<file path="src/rtl/acc_xfer_ctrl.sv">
// Register-transfer sequencer for the accumulator load/dump bus: one command at a time,
// source drive for a settle cycle, then source plus destination load, then a done pulse.
module acc_xfer_ctrl #(
   parameter int NREG     = 4,
   parameter int REG_W    = 2,
   parameter int ALU_OP_W = 3
) (
   input  logic                clk,
   input  logic                reset,
   input  logic                cmd_valid,
   output logic                cmd_ready,
   input  logic [1:0]          cmd_op,
   input  logic [REG_W-1:0]    cmd_reg,
   input  logic [ALU_OP_W-1:0] cmd_alu,
   output logic                LoadAcc,
   output logic                DumpAcc,
   output logic [NREG-1:0]     LoadReg,
   output logic [NREG-1:0]     DumpReg,
   output logic                alu_sel,
   output logic [ALU_OP_W-1:0] alu_op,
   output logic                done,
   output logic                err
);

   typedef enum logic [1:0] {IDLE, DRIVE, LATCH, DONE} state_t;

   localparam logic [1:0] OP_NOP = 2'b00;
   localparam logic [1:0] OP_R2A = 2'b01;
   localparam logic [1:0] OP_A2R = 2'b10;
   localparam logic [1:0] OP_ALU = 2'b11;

   state_t                state;
   state_t                next_state;
   logic [1:0]            op_q;
   logic [REG_W-1:0]      reg_q;
   logic [ALU_OP_W-1:0]   alu_q;
   logic                  err_q;
   logic                  accept;
   logic                  bad_index;
   logic [NREG-1:0]       reg_onehot;

   assign accept     = (state == IDLE) && cmd_valid;
   // NOP never touches a register, so its index field is not range-checked.
   assign bad_index  = (cmd_op != OP_NOP) && ({1'b0, cmd_reg} >= (REG_W+1)'(NREG));
   assign reg_onehot = {{(NREG-1){1'b0}}, 1'b1} << reg_q;

   always_ff @(posedge clk or negedge reset) begin
      if (!reset) begin
         state <= IDLE;
      end else begin
         state <= next_state;
      end
   end

   always_ff @(posedge clk or negedge reset) begin
      if (!reset) begin
         op_q  <= OP_NOP;
         reg_q <= '0;
         alu_q <= '0;
         err_q <= 1'b0;
      end else if (accept) begin
         op_q  <= bad_index ? OP_NOP : cmd_op;
         reg_q <= cmd_reg;
         alu_q <= cmd_alu;
         err_q <= bad_index;
      end
   end

   always_comb begin
      next_state = state;
      case (state)
         IDLE: begin
            if (accept) begin
               next_state = ((cmd_op == OP_NOP) || bad_index) ? DONE : DRIVE;
            end
         end
         DRIVE:   next_state = LATCH;
         LATCH:   next_state = DONE;
         DONE:    next_state = IDLE;
         default: next_state = IDLE;
      endcase
   end

   // Strobes come only from the state and the latched command, never from cmd_* directly.
   always_comb begin
      cmd_ready = 1'b0;
      LoadAcc   = 1'b0;
      DumpAcc   = 1'b0;
      LoadReg   = '0;
      DumpReg   = '0;
      alu_sel   = 1'b0;
      alu_op    = '0;
      done      = 1'b0;
      err       = 1'b0;
      case (state)
         IDLE: cmd_ready = 1'b1;
         DRIVE, LATCH: begin
            case (op_q)
               OP_R2A: begin
                  DumpReg = reg_onehot;
                  LoadAcc = (state == LATCH);
               end
               OP_A2R: begin
                  DumpAcc = 1'b1;
                  LoadReg = (state == LATCH) ? reg_onehot : '0;
               end
               OP_ALU: begin
                  DumpReg = reg_onehot;
                  alu_op  = alu_q;
                  LoadAcc = (state == LATCH);
                  alu_sel = (state == LATCH);
               end
               default: ;
            endcase
         end
         DONE: begin
            done = 1'b1;
            err  = err_q;
         end
         default: ;
      endcase
   end

endmodule

</file>
<file path="config.mk">
export PLATFORM = sky130hd
export DESIGN_NAME = acc_xfer_ctrl
export DESIGN_NICKNAME = d
export VERILOG_FILES = /design/src/rtl/acc_xfer_ctrl.sv
export SDC_FILE = /design/constraint.sdc
export NUM_CORES = 1
export LEC_CHECK = 0
export BUFFER_PORTS_ARGS = -buffer_cell sky130_fd_sc_hd__buf_2
export CORE_AREA = 3 3 40 42
export CTS_BUF_LIST = sky130_fd_sc_hd__clkbuf_4 sky130_fd_sc_hd__clkbuf_8
export DETAILED_ROUTE_END_ITERATION = 8
export DIE_AREA = 0 0 43 45
export PLACE_DENSITY_LB_ADDON = 0.08
export REMOVE_ABC_BUFFERS = 1
export SYNTH_ARGS = -nofsm -noshare
export SYNTH_HDL_FRONTEND = slang
export SYNTH_SLANG_ARGS = --single-unit
</file>
<file path="constraint.sdc">
create_clock -name clk -period 1.8 [get_ports clk]
set_clock_uncertainty 0.15 [all_clocks]
set_input_delay 0.09 -clock clk [delete_from_list [all_inputs] [get_ports clk]]
set_output_delay 0.09 -clock clk [all_outputs]
set_load 0.05 [all_outputs]
</file>
==> results of run 1 <==
power by group through the flow:
stage               sequential (mW)  combinational (mW)  clock, mW
global route                  0.437                1.37      0.187
finish                        0.415                1.29      0.176
global placement              0.412               0.978          0
CTS                           0.404                1.16      0.181
floorplan                     0.384               0.823          0
detailed placement            0.412               0.982          0
critical path, stage by stage, from the launching register on:
cell and delay, ns:
sky130_fd_sc_hd__dfrtp_1 0.37, sky130_fd_sc_hd__inv_2 0.08, sky130_fd_sc_hd__ha_4 0.28, sky130_fd_sc_hd__nand4b_1 0.18, sky130_fd_sc_hd__nor3_2 0.20, sky130_fd_sc_hd__buf_6 0.19
path summary, 6_finish.rpt:
check,end
worst max-delay path,LoadReg[0]
worst min-delay path,state[0]
worst max register to register,alu_q[1]
worst min register to register,alu_q[2]
max in group asynchronous,alu_q[1]
min in group asynchronous,op_q[1]
routing by layer:
layer	share of wire	global-route usage	up-vias
met5	0	0	-
met4	0.015	0.0904	0
met3	0.064	0.0398	4
met2	0.50	0.287	22
met1	0.42	0.193	222
li1	-	-	258
sequential cells by signal, summed over array words and instances (netlist names):
register and cells:
state 2, alu_q 3, reg_q 2, op_q 2
final cells by class:
type / count / area share
Clock buffer: 4 / 0.0308
Inverter: 2 / 0.00771
Multi-Input combinational cell: 41 / 0.383
Sequential cell: 9 / 0.231
Tap cell: 15 / 0.0193
Timing Repair Buffer: 38 / 0.328
metrics by stage:
step           cell area [um2]  total power [mW]
2_1_floorplan              563              1.21
5_1_grt                    973              2.00
3_3_place_gp               707              1.39
6_report                   973              1.88
4_1_cts                    885              1.74
3_5_place_dp               707              1.39
cell families (layout without fill, tap and decap cells):
logic type	Yosys count	in the layout	synth area share
AOI/OAI and AO/OA	1	1	0.0154
adders and majority gates	4	4	0.0877
buffers and inverters	3	44	0.0263
DFF	9	9	0.395
muxes	8	8	0.202
other	1	1	0.00657
and+or+nand+nor	27	27	0.268
timing repair:
item | CTS | global route
pin swaps | 3 | 3
hold endpoints to repair | 16 | 0
buffers inserted | 4 | 1
gates resized for setup | 9 | 33
endpoints found under the setup margin | 11 | 13
hold buffers | 8 | 0
cells in the final DEF (no fill, tap or decap), types with 2 or more instances in the layout:
master,n
sky130_fd_sc_hd__nand2b_1,2
sky130_fd_sc_hd__ha_1,2
sky130_fd_sc_hd__mux2_4,7
sky130_fd_sc_hd__nor2_2,3
sky130_fd_sc_hd__buf_2,11
sky130_fd_sc_hd__and3_1,3
sky130_fd_sc_hd__buf_4,7
sky130_fd_sc_hd__dlygate4sd3_1,8
sky130_fd_sc_hd__and2_1,3
sky130_fd_sc_hd__clkbuf_4,5
sky130_fd_sc_hd__nor2_1,5
sky130_fd_sc_hd__nor3_2,2
sky130_fd_sc_hd__buf_6,11
sky130_fd_sc_hd__nand2_1,3
sky130_fd_sc_hd__dfrtp_1,9
sky130_fd_sc_hd__ha_4,2
==> impl_metrics.env, run 1 <==
export IMPL_syn_instance_count=53
export IMPL_min_period_over_period=1.01
export IMPL_setup_total_negative_slack_ns=-0.0244
export IMPL_total_switching_power_mw=0.896
export IMPL_internal_power_mw=0.984
export IMPL_status="complete, but fails checks"
export IMPL_slew_violations=0
export IMPL_hold_path_startpoint="cmd_valid"
export IMPL_synth_top_area_cell="sky130_fd_sc_hd__dfrtp_1"
export IMPL_timing_hold_worst_path_depth=3
export IMPL_power_combinational_fraction=0.686
export IMPL_ws_path_type="reg2out"
export IMPL_fin_ws_ns=-0.0229
export IMPL_detailedRoute_firstIterationViolations=2
export IMPL_async_flop_share=1.00
export IMPL_start_kind="flop"
export IMPL_critPathArrivalTime_ns=1.58
export IMPL_drc_errors=0
export IMPL_n_fill_cell=91
export IMPL_io_buffers=25
export IMPL_place_hpwl_um=849
export IMPL_synth_seq_area_share=0.395
export IMPL_dieArea_mm2=0.00194
export IMPL_final_hold_violation_count=0
export IMPL_die_height_um=45
export IMPL_final_period_minus_worst_setup_slack_ns=1.82
export IMPL_ir_worst_vdd_mv=1.21
export IMPL_unrepaired_setup_endpoints_after_global_routing="true"
export IMPL_most_common_cell_in_the_synthesized_netlist="sky130_fd_sc_hd__dfrtp_1"
export IMPL_finalCoreUtilization=0.758
export IMPL_area_delta_synth_final_pct=70.6
export IMPL_core_mm2=0.00128
export IMPL_placed_cells_incl_taps=92
export IMPL_r2r_start="state[0]"
export IMPL_timing_critical_path_from="state[0]"
export IMPL_buffer_depth_of_the_longest_clock_path=2
export IMPL_timing_hold_ws_ns=0.0155
export IMPL_firstDrtPassIters=3
export IMPL_yosys_top_cells_area="sky130_fd_sc_hd__dfrtp_1, sky130_fd_sc_hd__mux2_4, sky130_fd_sc_hd__ha_1"
export IMPL_clk_transition_reported_paths_ns=0.06
export IMPL_boundaryPins=27
export IMPL_failed_checks="setup timing"
export IMPL_worst_r2r_cell_count=6
export IMPL_cp_end_kind="output port"
export IMPL_std_cell_rows=13
export IMPL_pwr_share_clk=0.094
export IMPL_postSynth_topFlopCell="sky130_fd_sc_hd__dfrtp_1"
export IMPL_max_cap_violations=0
export IMPL_report_final_setup_viol=2
export IMPL_pin_count_of_the_biggest_net_entering_global_routing=10
export IMPL_worstSkewPairLatency_ns=0.26
export IMPL_antenna_diode_count=0
export IMPL_synth_commonest_cells="sky130_fd_sc_hd__dfrtp_1, sky130_fd_sc_hd__nor2_1, sky130_fd_sc_hd__mux2_4, sky130_fd_sc_hd__ha_1"
export IMPL_stdcell_count=109
export IMPL_power_per_cell_area_mw_per_mm2=1930
export IMPL_multi_input_area_um2=373
export IMPL_achievable_frequency_ghz=0.549
export IMPL_wl_per_cell_um=13.1
export IMPL_final_antenna_net_count=0
export IMPL_min_delay_path_class="in2reg"
export IMPL_net_count_final=109
export IMPL_seqCellArea_um2=225
export IMPL_tritoncts_clock_tree="done"
export IMPL_synth_largest_type_area_fraction=0.395
export IMPL_clock_root_buffer="sky130_fd_sc_hd__clkbuf_4"
export IMPL_pre_cts_ws_ns=0.109
export IMPL_share_seq_of_total_power=0.221
export IMPL_vias=506
export IMPL_critPathMaxFanout=4
export IMPL_drive_gt1_frac=0.543
export IMPL_number_of_global_route_vias_before_repair=511
export IMPL_sw_frac_of_total=0.476
export IMPL_cts_htree_levels=1
export IMPL_global_route_wire_length_before_repair_um=2300
export IMPL_required_ns=1.56
export IMPL_grt_antenna_before_repair=0
export IMPL_num_cts_buffers=3
export IMPL_synth_edf_count=0
export IMPL_setup_slack_on_the_worst_flop_to_flop_path_ns=0.08
export IMPL_die_w_um=43
export IMPL_place_gp_congestion=0.820
export IMPL_ys_types=20
export IMPL_initial_core_util=0.444
export IMPL_post_detailed_route_via_to_cell_ratio=4.64
export IMPL_synth_cell_area_um2=571
export IMPL_syn_avg_cell_area_um2=10.8
export IMPL_numClockSinks=9
export IMPL_cellLeakagePower_nw=0.494
export IMPL_wirelength_um=1430
export IMPL_grt_util_overall=0.167
export IMPL_global_route_overflow_total=0
export IMPL_yosys_register_bits=9
export IMPL_yosys_warnings=0
Power figures use the tool's default switching activity.
==> inputs of run 2 (changes only) <==
--- a/config.mk
+++ b/config.mk
@@ -8,6 +8,6 @@
 export BUFFER_PORTS_ARGS = -buffer_cell sky130_fd_sc_hd__buf_2
-export CORE_AREA = 3 3 40 42
+export CORE_MARGIN = 3
+export CORE_UTILIZATION = 42
 export CTS_BUF_LIST = sky130_fd_sc_hd__clkbuf_4 sky130_fd_sc_hd__clkbuf_8
 export DETAILED_ROUTE_END_ITERATION = 8
-export DIE_AREA = 0 0 43 45
 export PLACE_DENSITY_LB_ADDON = 0.08
==> constraint.sdc (replaced) <==
create_clock -name clk -period 1.5 [get_ports clk]
set_clock_uncertainty 0.15 [all_clocks]
set_input_delay 0.3 -clock clk [delete_from_list [all_inputs] [get_ports clk]]
set_output_delay 0.3 -clock clk [all_outputs]
set_load 0.05 [all_outputs]
==> run 2 against run 1 <==
Compared with the run above: hold slack better by 0.11 ns; routed wire length up 19%; the run still ends with setup timing left; non-clock buffer count down 1; global-route usage up 2.3 points; die area down 5.1%; cell area up 9.5%; critical path depth unchanged.
==> impl_metrics.env, run 2 (same netlist as run 1, synthesis figures left out) <==
export IMPL_cellLeakagePower_nw=0.515
export IMPL_global_route_overflow_total=0
export IMPL_die_w_um=42.9
export IMPL_antenna_diode_count=0
export IMPL_max_cap_violations=0
export IMPL_grt_util_overall=0.190
export IMPL_vias=560
export IMPL_grt_antenna_before_repair=0
export IMPL_min_delay_path_class="in2reg"
export IMPL_cp_end_kind="output port"
export IMPL_drc_errors=0
export IMPL_critPathArrivalTime_ns=1.56
export IMPL_unrepaired_setup_endpoints_after_global_routing="true"
export IMPL_required_ns=1.05
export IMPL_firstDrtPassIters=3
export IMPL_final_antenna_net_count=0
export IMPL_tritoncts_clock_tree="done"
export IMPL_wl_per_cell_um=15.9
export IMPL_place_hpwl_um=1040
export IMPL_largest_register="alu_q"
export IMPL_power_per_cell_area_mw_per_mm2=2660
export IMPL_most_common_library_cell_in_the_layout_ignoring_fill_and_taps="sky130_fd_sc_hd__buf_6"
export IMPL_net_count_final=108
export IMPL_numClockSinks=9
export IMPL_worstSkewPairLatency_ns=0.26
export IMPL_clk_transition_reported_paths_ns=0.07
export IMPL_detailedRoute_firstIterationViolations=5
export IMPL_place_gp_congestion=0.754
export IMPL_largest_register_ff_count=3
export IMPL_final_hold_violation_count=0
export IMPL_std_cell_rows=12
export IMPL_clock_root_buffer="sky130_fd_sc_hd__clkbuf_4"
export IMPL_ws_path_type="reg2out"
export IMPL_global_route_wire_length_before_repair_um=2550
export IMPL_min_period_over_period=1.34
export IMPL_met2RoutedLength_um=917
export IMPL_area_delta_synth_final_pct=86.8
export IMPL_core_mm2=0.00119
export IMPL_routed_wl_met3_um=99
export IMPL_die_height_um=42.9
export IMPL_slew_violations=0
export IMPL_number_of_global_route_vias_before_repair=546
export IMPL_placed_cells_incl_taps=99
export IMPL_drive_gt1_frac=0.688
export IMPL_failed_checks="setup timing"
export IMPL_achievable_frequency_ghz=0.498
export IMPL_stdcell_count=107
export IMPL_n_fill_cell=44
export IMPL_initial_core_util=0.481
export IMPL_start_kind="flop"
export IMPL_cts_htree_levels=1
export IMPL_fin_ws_ns=-0.510
export IMPL_power_total_mw=2.84
export IMPL_io_buffers=25
export IMPL_ir_worst_vdd_mv=1.68
export IMPL_wirelength_um=1700
export IMPL_final_period_minus_worst_setup_slack_ns=2.01
export IMPL_critPathMaxFanout=4
export IMPL_dieArea_mm2=0.00184
export IMPL_pin_count_of_the_biggest_net_entering_global_routing=10
export IMPL_status="complete, but fails checks"
export IMPL_post_detailed_route_via_to_cell_ratio=5.23
export IMPL_wl_met1_um=653
export IMPL_layout_cells_most_common_list="sky130_fd_sc_hd__buf_6, sky130_fd_sc_hd__dfrtp_1, sky130_fd_sc_hd__buf_2, sky130_fd_sc_hd__buf_4, sky130_fd_sc_hd__mux2_4"
export IMPL_top_layer_in_use="met4"
export IMPL_buffer_depth_of_the_longest_clock_path=2
export IMPL_num_cts_buffers=3
export IMPL_report_final_setup_viol=24
export IMPL_boundaryPins=27
==> run 2: cell count changes in the layout (fill, tap and decap cells not counted), moves of 3 or more <==
cell                            delta
sky130_fd_sc_hd__dlygate4sd3_1     -7
sky130_fd_sc_hd__buf_8             +4
sky130_fd_sc_hd__nor2_4            +4
sky130_fd_sc_hd__buf_6             +3
sky130_fd_sc_hd__nor2_2            -3
==> run 2: repair_timing <==
item	in CTS	in global routing
pin swaps	9	3
hold buffers	1	0
setup endpoints to repair	24	24
resized for setup	43	20
endpoints found under the hold margin	9	0
buffers inserted	2	1
==> run 2: worst paths after layout <==
check	slack, ns	cells after the start	from	endpoint
max	-0.51	5	state[0]	LoadReg[1]
min	0.13	2	cmd_alu[0]	alu_q[0]
max reg2reg	-0.05	6	state[0]	alu_q[1]
min reg2reg	0.36	1	alu_q[0]	alu_q[0]
max in group asynchronous	0.72	2	reset	reg_q[1]
min in group asynchronous	0.29	2	reset	op_q[0]
==> run 2: through the flow <==
stage | utilization | instance area, um2 | hold slack, ns | setup slack, ns | setup TNS [ns]
2_1_floorplan | - | 563 | -0.146 | -0.933 | -8.81
3_3_place_gp | 0.646 | 766 | 0.0120 | -0.284 | -3.04
3_5_place_dp | 0.646 | 766 | 0.0162 | -0.320 | -3.60
4_1_cts | 0.827 | 981 | 0.123 | -0.512 | -6.15
5_1_grt | 0.899 | 1070 | 0.116 | -0.626 | -8.12
6_report | 0.899 | 1070 | 0.126 | -0.510 | -6.79
==> run 2: worst max-delay path, stage by stage, from the launching register on <==
cell and delay [ns]:
sky130_fd_sc_hd__dfrtp_1 0.37, sky130_fd_sc_hd__inv_2 0.07, sky130_fd_sc_hd__ha_4 0.28, sky130_fd_sc_hd__nand4b_1 0.19
sky130_fd_sc_hd__nor2_1 0.21, sky130_fd_sc_hd__buf_6 0.18
==> run 2: final cells by class <==
type / count / area [um2] / area share
sequential: 9 / 225 / 0.211
clock buffer: 4 / 30.0 / 0.0282
multi-input combinational: 41 / 445 / 0.418
inverter: 2 / 7.51 / 0.00704
tap: 14 / 17.5 / 0.0164
timing repair buffer: 37 / 340 / 0.319
==> run 2: metal layers <==
layer | up-vias | track usage
met1 | 273 | 0.221
li1 | 259 | -
met4 | 0 | 0.0683
met2 | 24 | 0.326
met3 | 4 | 0.0508
met5 | - | 0
==> run 2: power by group <==
group          switching, mW  internal [mW]
logic                   1.11           1.01
registers              0.137          0.371
clock network         0.0884          0.121
total                   1.34           1.50
